## src/rtl/hx8352_pkg.sv

```systemverilog
// Shared constants and types for the HX8352 panel-side bus responder.
package hx8352_pkg;

   localparam logic        LCD_CMD        = 1'b0;
   localparam logic        LCD_DATA       = 1'b1;
   localparam logic [7:0]  GRAM_INDEX_DEF = 8'h22;
   localparam logic [15:0] ID_VALUE_DEF   = 16'h0052;

   localparam int EVT_W = 25;

   typedef struct packed {
      logic        is_data;
      logic [7:0]  index;
      logic [15:0] data;
   } evt_t;

   typedef enum logic {
      RD_IDLE  = 1'b0,
      RD_DRIVE = 1'b1
   } rd_state_e;

endpackage

```

## src/rtl/hx8352_bus_responder_if.sv

```systemverilog
// Pin-side 8080 bus plus the captured-event stream of the HX8352 responder.
interface hx8352_bus_responder_if;

   logic        lcd_cs;
   logic        lcd_rs;
   logic        lcd_wr;
   logic        lcd_rd;
   logic [15:0] lcd_data_in;
   logic [15:0] lcd_data_out;
   logic        lcd_data_oe;

   // Event stream: an event transfers on every clock edge where evt_valid and
   // evt_ready are both high; evt_* are stable while evt_valid waits for ready.
   logic        evt_valid;
   logic        evt_ready;
   logic        evt_is_data;
   logic [7:0]  evt_index;
   logic [15:0] evt_data;

   modport master (
      output lcd_cs, lcd_rs, lcd_wr, lcd_rd, lcd_data_in, evt_ready,
      input  lcd_data_out, lcd_data_oe, evt_valid, evt_is_data, evt_index, evt_data
   );

   modport slave (
      input  lcd_cs, lcd_rs, lcd_wr, lcd_rd, lcd_data_in, evt_ready,
      output lcd_data_out, lcd_data_oe, evt_valid, evt_is_data, evt_index, evt_data
   );

endinterface

```

## src/rtl/hx8352_evt_fifo.sv

```systemverilog
// First-word-fall-through FIFO; a push into a full FIFO succeeds only when a pop frees a slot.
module hx8352_evt_fifo #(
   parameter int W     = 25,
   parameter int DEPTH = 4
) (
   input  logic         clk,
   input  logic         rst,
   input  logic         push,
   input  logic [W-1:0] din,
   input  logic         pop,
   output logic [W-1:0] dout,
   output logic         full,
   output logic         empty
);

   localparam int AW = (DEPTH > 1) ? $clog2(DEPTH) : 1;

   logic [W-1:0]  mem [DEPTH];
   logic [AW-1:0] wr_ptr;
   logic [AW-1:0] rd_ptr;
   logic [AW:0]   count;
   logic          do_push;
   logic          do_pop;

   assign empty   = (count == '0);
   assign full    = (count == (AW+1)'(DEPTH));
   assign do_pop  = pop & ~empty;
   assign do_push = push & (~full | do_pop);
   assign dout    = mem[rd_ptr];

   always_ff @(posedge clk or posedge rst) begin
      if (rst) begin
         wr_ptr <= '0;
         rd_ptr <= '0;
         count  <= '0;
         for (int i = 0; i < DEPTH; i++) mem[i] <= '0;
      end else begin
         if (do_push) begin
            mem[wr_ptr] <= din;
            wr_ptr      <= wr_ptr + AW'(1);
         end
         if (do_pop) rd_ptr <= rd_ptr + AW'(1);
         case ({do_push, do_pop})
            2'b10:   count <= count + (AW+1)'(1);
            2'b01:   count <= count - (AW+1)'(1);
            default: count <= count;
         endcase
      end
   end

endmodule

```

## src/rtl/hx8352_bus_responder.sv

```systemverilog
// Panel-side HX8352 8080 bus responder: index/register file, read driver,
// GRAM write counter and an event stream of captured writes.
module hx8352_bus_responder
   import hx8352_pkg::*;
#(
   parameter int          REG_DEPTH  = 128,
   parameter logic [7:0]  GRAM_INDEX = GRAM_INDEX_DEF,
   parameter logic [15:0] ID_VALUE   = ID_VALUE_DEF,
   parameter int          FIFO_DEPTH = 4
) (
   input  logic                   clk,
   input  logic                   rst,
   hx8352_bus_responder_if.slave  bus,
   input  logic                   clear_flags,
   output logic [31:0]            gram_count,
   output logic                   overflow,
   output logic                   proto_err,
   output rd_state_e              rd_state
);

   localparam int         AW        = (REG_DEPTH > 1) ? $clog2(REG_DEPTH) : 1;
   localparam logic [8:0] DEPTH_LIM = 9'(REG_DEPTH);

   logic [1:0]  cs_q, rs_q, wr_q, rd_q;
   logic [15:0] data_q1, data_q2;
   logic        wr_d, rd_d;
   logic        cs_s, rs_s, wr_s, rd_s;
   logic [15:0] data_s;

   // Strobe synchronizers reset low and cs resets high, so neither a phantom
   // protocol error nor an arming can occur before real pin samples arrive.
   always_ff @(posedge clk or posedge rst) begin
      if (rst) begin
         cs_q    <= 2'b11;
         rs_q    <= 2'b00;
         wr_q    <= 2'b00;
         rd_q    <= 2'b00;
         data_q1 <= '0;
         data_q2 <= '0;
         wr_d    <= 1'b0;
         rd_d    <= 1'b0;
      end else begin
         cs_q    <= {cs_q[0], bus.lcd_cs};
         rs_q    <= {rs_q[0], bus.lcd_rs};
         wr_q    <= {wr_q[0], bus.lcd_wr};
         rd_q    <= {rd_q[0], bus.lcd_rd};
         data_q1 <= bus.lcd_data_in;
         data_q2 <= data_q1;
         wr_d    <= wr_q[1];
         rd_d    <= rd_q[1];
      end
   end

   assign cs_s   = cs_q[1];
   assign rs_s   = rs_q[1];
   assign wr_s   = wr_q[1];
   assign rd_s   = rd_q[1];
   assign data_s = data_q2;

   logic armed;
   logic proto_now;
   logic wr_rise, rd_fall, rd_rise;

   assign proto_now = ~cs_s & ~wr_s & ~rd_s;
   assign wr_rise   = armed & ~proto_now & ~cs_s & wr_s & ~wr_d;
   assign rd_fall   = armed & ~proto_now & ~cs_s & ~rd_s & rd_d;
   assign rd_rise   = rd_s & ~rd_d;

   always_ff @(posedge clk or posedge rst) begin
      if (rst)                armed <= 1'b0;
      else if (proto_now)     armed <= 1'b0;
      else if (wr_s && rd_s)  armed <= 1'b1;
   end

   logic [7:0]  index;
   logic [15:0] regs [REG_DEPTH];
   logic        in_range;

   assign in_range = ({1'b0, index} < DEPTH_LIM);

   always_ff @(posedge clk or posedge rst) begin
      if (rst) begin
         index      <= '0;
         gram_count <= '0;
         for (int i = 0; i < REG_DEPTH; i++) regs[i] <= '0;
      end else if (wr_rise) begin
         if (rs_s == LCD_CMD)
            index <= data_s[7:0];
         else if (index == GRAM_INDEX)
            gram_count <= gram_count + 32'd1;
         else if (index != 8'h00 && in_range)
            regs[index[AW-1:0]] <= data_s;
      end
   end

   evt_t evt_in, evt_out;
   logic fifo_full, fifo_empty;

   assign evt_in = {rs_s, (rs_s == LCD_CMD) ? data_s[7:0] : index, data_s};

   hx8352_evt_fifo #(.W(EVT_W), .DEPTH(FIFO_DEPTH)) u_fifo (
      .clk   (clk),
      .rst   (rst),
      .push  (wr_rise),
      .din   (evt_in),
      .pop   (bus.evt_ready),
      .dout  (evt_out),
      .full  (fifo_full),
      .empty (fifo_empty)
   );

   assign bus.evt_valid   = ~fifo_empty;
   assign bus.evt_is_data = evt_out.is_data;
   assign bus.evt_index   = evt_out.index;
   assign bus.evt_data    = evt_out.data;

   logic ov_set;
   assign ov_set = wr_rise & fifo_full & ~bus.evt_ready;

   always_ff @(posedge clk or posedge rst) begin
      if (rst) begin
         overflow  <= 1'b0;
         proto_err <= 1'b0;
      end else begin
         overflow  <= ov_set | (overflow & ~clear_flags);
         proto_err <= proto_now | (proto_err & ~clear_flags);
      end
   end

   rd_state_e   state, state_n;
   logic        load_out;
   logic [15:0] read_val;

   always_ff @(posedge clk or posedge rst) begin
      if (rst) state <= RD_IDLE;
      else     state <= state_n;
   end

   always_comb begin
      state_n  = state;
      load_out = 1'b0;
      case (state)
         RD_IDLE: begin
            if (rd_fall) begin
               state_n  = RD_DRIVE;
               load_out = 1'b1;
            end
         end
         RD_DRIVE: begin
            if (rd_rise || cs_s || proto_now) state_n = RD_IDLE;
         end
         default: state_n = RD_IDLE;
      endcase
   end

   always_comb begin
      read_val = 16'h0000;
      if (rs_s == LCD_DATA) begin
         if (index == 8'h00)            read_val = ID_VALUE;
         else if (index == GRAM_INDEX)  read_val = 16'h0000;
         else if (in_range)             read_val = regs[index[AW-1:0]];
      end else begin
         read_val = {8'h00, index};
      end
   end

   always_ff @(posedge clk or posedge rst) begin
      if (rst)           bus.lcd_data_out <= '0;
      else if (load_out) bus.lcd_data_out <= read_val;
   end

   assign bus.lcd_data_oe = (state == RD_DRIVE);
   assign rd_state        = state;

endmodule

```

## src/flat_wrapper.sv

```systemverilog
// flat-port wrapper written by rule: the top's interface ports become plain ports
module hx8352_bus_responder_flat import hx8352_pkg::*;
#(
   parameter int          REG_DEPTH  = 128,
   parameter logic [7:0]  GRAM_INDEX = GRAM_INDEX_DEF,
   parameter logic [15:0] ID_VALUE   = ID_VALUE_DEF,
   parameter int          FIFO_DEPTH = 4
)
  (clk, rst, clear_flags, gram_count, overflow, proto_err, rd_state, bus_lcd_cs, bus_lcd_rs, bus_lcd_wr, bus_lcd_rd, bus_lcd_data_in, bus_evt_ready, bus_lcd_data_out, bus_lcd_data_oe, bus_evt_valid, bus_evt_is_data, bus_evt_index, bus_evt_data);
  hx8352_bus_responder_if bus_i ();
  input  logic clk;
  input  logic rst;
  input  logic clear_flags;
  output logic [31:0] gram_count;
  output logic overflow;
  output logic proto_err;
  output rd_state_e rd_state;
  input wire logic [$bits(bus_i.lcd_cs)-1:0] bus_lcd_cs;
  input wire logic [$bits(bus_i.lcd_rs)-1:0] bus_lcd_rs;
  input wire logic [$bits(bus_i.lcd_wr)-1:0] bus_lcd_wr;
  input wire logic [$bits(bus_i.lcd_rd)-1:0] bus_lcd_rd;
  input wire logic [$bits(bus_i.lcd_data_in)-1:0] bus_lcd_data_in;
  input wire logic [$bits(bus_i.evt_ready)-1:0] bus_evt_ready;
  output wire logic [$bits(bus_i.lcd_data_out)-1:0] bus_lcd_data_out;
  output wire logic [$bits(bus_i.lcd_data_oe)-1:0] bus_lcd_data_oe;
  output wire logic [$bits(bus_i.evt_valid)-1:0] bus_evt_valid;
  output wire logic [$bits(bus_i.evt_is_data)-1:0] bus_evt_is_data;
  output wire logic [$bits(bus_i.evt_index)-1:0] bus_evt_index;
  output wire logic [$bits(bus_i.evt_data)-1:0] bus_evt_data;
  assign bus_i.lcd_cs = bus_lcd_cs;
  assign bus_i.lcd_rs = bus_lcd_rs;
  assign bus_i.lcd_wr = bus_lcd_wr;
  assign bus_i.lcd_rd = bus_lcd_rd;
  assign bus_i.lcd_data_in = bus_lcd_data_in;
  assign bus_i.evt_ready = bus_evt_ready;
  assign bus_lcd_data_out = bus_i.lcd_data_out;
  assign bus_lcd_data_oe = bus_i.lcd_data_oe;
  assign bus_evt_valid = bus_i.evt_valid;
  assign bus_evt_is_data = bus_i.evt_is_data;
  assign bus_evt_index = bus_i.evt_index;
  assign bus_evt_data = bus_i.evt_data;
  hx8352_bus_responder #(.REG_DEPTH(REG_DEPTH), .GRAM_INDEX(GRAM_INDEX), .ID_VALUE(ID_VALUE), .FIFO_DEPTH(FIFO_DEPTH)) u_core (.clk(clk), .rst(rst), .bus(bus_i), .clear_flags(clear_flags), .gram_count(gram_count), .overflow(overflow), .proto_err(proto_err), .rd_state(rd_state));
endmodule
```

## config.mk

```make
export PLATFORM = sky130hd
export DESIGN_NAME = hx8352_bus_responder_flat
export DESIGN_NICKNAME = d
export VERILOG_FILES = /design/src/rtl/hx8352_pkg.sv /design/src/rtl/hx8352_bus_responder_if.sv /design/src/rtl/hx8352_evt_fifo.sv /design/src/rtl/hx8352_bus_responder.sv /design/src/flat_wrapper.sv
export SDC_FILE = /design/constraint.sdc
export NUM_CORES = 2
export LEC_CHECK = 0
export CORE_MARGIN = 5
export CORE_UTILIZATION = 33
export CTS_CLUSTER_DIAMETER = 100
export DETAILED_ROUTE_END_ITERATION = 10
export HOLD_SLACK_MARGIN = 0.1
export PLACE_DENSITY = 0.56
export RECOVER_POWER = 25
export SLEW_MARGIN = 20
export SYNTH_ARGS = -nofsm -noshare
export SYNTH_HDL_FRONTEND = slang
export SYNTH_SLANG_ARGS = --single-unit
```

## constraint.sdc

```tcl
create_clock -name clk -period 119.4 [get_ports clk]
set_input_delay 17.91 -clock clk [delete_from_list [all_inputs] [get_ports clk]]
set_output_delay 17.91 -clock clk [all_outputs]
set_load 0.01 [all_outputs]
```

==> metrics.md <==
| Metric | Value |
|---|---|
| Starting DRT DRC Count | `6,533` |
| DR vias/cell | `5.841` |
| Placed cell count | `10,922` |
| Hold Path Class | `reg2reg` |
| Final-report max-slew violation count | `405` |
| Avg WL per Cell | `31.32 µm` |
| Arrival @ worst endpoint | `22.98 ns` |
| Failing checks | `max-capacitance violations, max-slew violations` |
| Final setup violating endpoints | `0` |
| WL final | `357,100 µm` |
| Post-synth top area share | `56.61%` |
| Final-stage net count | `7,264` |
| CTS Sinks | `2,257` |
| RSZ-0062 raised after global routing | `false` |
| Layout cell share with drive strength beyond 1 | `33.47%` |
| Syn nets | `7,409` |
| Post-cts resize count | `0` |
| Die ar. | `313,200 µm²` |
| Area after DPL | `104,600 µm²` |
| Syn Inst Count | `7,378` |
| Top-count cell post-synth | `dfrtp_1` |
| Achievable Freq | `45.25 MHz` |
| Hold WS | `0.3455 ns` |
| DRT Pass-1 Iters | `7` |
| Pwr dens | `18.04 nW/µm²` |
| Yosys top cell by area | `dfrtp_1` |
| Post-CTS setup buffer count | `0` |
| Area Growth Syn to Fin | `13.43%` |
| Synth area leaders | `dfrtp_1 57%, mux2_2 20%, mux2_1 4.6%, a22oi_1 2.2%, mux2i_1 1.9%` |
| Root Driver | `clkbuf_16` |
| Kind of end point of the critical path | `async pin` |
| Hold Vio Cnt, Final | `0` |
| Setup crit start kind | `primary input` |
| Worst slew pin tran | `3.420 ns` |
| HPWL after DPL | `213,800 µm` |
| Ys flop type | `dfrtp_1` |
| Detail Route Antenna Nets | `0` |
| Total gr overflow | `0` |
| # IOs | `102` |
| Mapped Avg Cell Area | `13.51 µm²` |
| Post-synth EDFFs | `0` |
| Max Clock Skew | `0.06125 ns` |
| Gr usage total | `22.20%` |
| Residual DRC | `0` |
| CORE AREA | `300,300 µm²` |
| CP required | `120.28 ns` |
| CTS clk-pin slew, worst paths | `0.05 ns` |
| Synth cell types | `75` |
| Setup ws final | `97.30 ns` |
| Clk buf depth | `4` |
| Die height | `559.6 µm` |
| CTS tree | `built` |
| Leakage power | `54.70 nW` |
| Insertion delay to the later sink of the worst-skew pair | `0.90 ns` |
| Die Wd | `559.6 µm` |
| Hold buffer count at CTS | `0` |
| Post-synthesis sequential area ratio | `56.66%` |
| First-pass GRT wire length | `513,900 µm` |
| Routability cong. | `0.9200` |
| Slew HR | `-128.0%` |
| Total number of vias | `66,597` |
| Min Clock Period, post-route | `22.10 ns` |
| Vias in the first global route | `68,081` |
| Crit path kind | `in2async` |
| Max cap viols | `17` |
| Post-route insts no fill | `11,402` |
| Design Power | `2.040 mW` |
| Outcome | `finished with violations` |
| CP Max Fanout | `109` |
| Antenna violations before repair | `28` |
| Crit share post-route | `18.51%` |
| Design area | `113,100 µm²` |
| Synthesis warning total | `0` |
| Top post-synthesis cells by count | `2,255 x dfrtp_1, 1,784 x mux2_2, 435 x clkbuf_1, 409 x mux2_1, 291 x a22oi_1` |
| Pre-CTS setup slack | `96.23 ns` |
| Asr flop ratio synth | `100.0%` |
| Post-Syn Area | `99,680 µm²` |
| Setup_tns | `0 ns` |
| Port bufs | `101` |
| Utilization after layout | `37.66%` |
| Initial Util | `33.20%` |
| Peak VDD IR | `0.00001263 V` |
| Row count | `201` |
| Largest net degree at the start of global routing | `178` |
| H-tree depth | `5` |
| Seq cells post-synth | `2,257` |
| CTS buffer count | `265` |
## sequential cells by signal, indices dropped and copies added (netlist names), 3 cells and up
name / flops
u_core.regs: 2048
u_core.u_fifo.mem: 100
u_core.gram_count: 32
u_core.bus.lcd_data_out: 16
u_core.data_q1: 16
u_core.data_q2: 16
u_core.index: 8
u_core.u_fifo.count: 3
## worst max-delay path, stage by stage
cell	delay (ns)
clkdlybuf4s50_1	0.50
inv_8	0.52
buf_4	0.73
buf_4	0.74
buf_4	0.73
buf_4	0.78
buf_4	0.79
## placed cells by master (no fill, tap or decap), drive strengths merged, types with 7 or more instances in the layout
cell type / count
dfrtp: 2255
mux2: 2193
clkbuf: 403
nand2: 316
a22oi: 291
a221oi: 210
nor2: 209
a21oi: 204
mux2i: 191
buf: 181
o21ai: 150
clkdlybuf4s50: 101
a22o: 84
a31oi: 52
mux4: 49
a221o: 48
clkinv: 47
a2111oi: 41
nand3: 40
nor3: 36
inv: 29
nand4: 26
xnor2: 26
a41oi: 19
o221ai: 17
o22ai: 17
diode: 16
and3: 16
o211ai: 13
a222oi: 12
a211oi: 12
xor2: 11
bufinv: 11
nor4: 10
o2111ai: 9
nor2b: 8
and2: 7
## layer usage
layer | wire, µm | up-vias | global-route usage (%)
met4 | 19520 | 10 | 10.76
met5 | 67 | - | 0
li1 | - | 27042 | -
met1 | 151800 | 36038 | 29.98
met3 | 26800 | 766 | 4.695
met2 | 158900 | 2741 | 33.98
## power breakdown
part           switching [mW]  total (mW)  internal [mW]
Clock                   0.334       0.808          0.474
Sequential             0.0294       0.825          0.795
Combinational           0.301       0.407          0.106
## final timing paths
kind | startpoint | endpoint | slack (ns) | cells past startpoint
hold reg to reg | u_core.data_q1[8] | u_core.data_q2[8] | 0.35 | 0
max in group clk | u_core.u_fifo.rd_ptr[0] | bus_evt_is_data | 98.47 | 2
min in group asynchronous | rst | u_core.u_fifo.mem[2] | 17.56 | 2
setup reg to reg | u_core.index[1] | u_core.regs[391] | 106.35 | 10
hold / removal | u_core.data_q1[8] | u_core.data_q2[8] | 0.35 | 0
setup / recovery | rst | u_core.regs[485] | 97.30 | 7
## cell type report
cell class	instances	area, µm²
Inverter	16	70.07
Fill cell	28429	187200
Sequential cell	2257	56560
Antenna cell	16	40.04
Clock inverter	75	893.4
Multi-Input combinational cell	4395	40260
Timing Repair Buffer	298	2605
Clock buffer	387	7699
Tap cell	3958	4952
## cell families (layout without fill, tap and decap cells)
group	count (synthesis)	in the layout	share of synthesized area [%]
multiplexers	2433	2433	27.80
flip-flops	2257	2257	56.66
AO/OA/AOI/OAI	1215	1215	8.865
buffers and inverters	726	776	3.043
AND/OR/NAND/NOR	703	703	3.213
XOR/XNOR	37	37	0.3251
adder cells (fa/ha/maj)	7	7	0.09539
other	0	16	0
(Power assumes the default switching activity.)
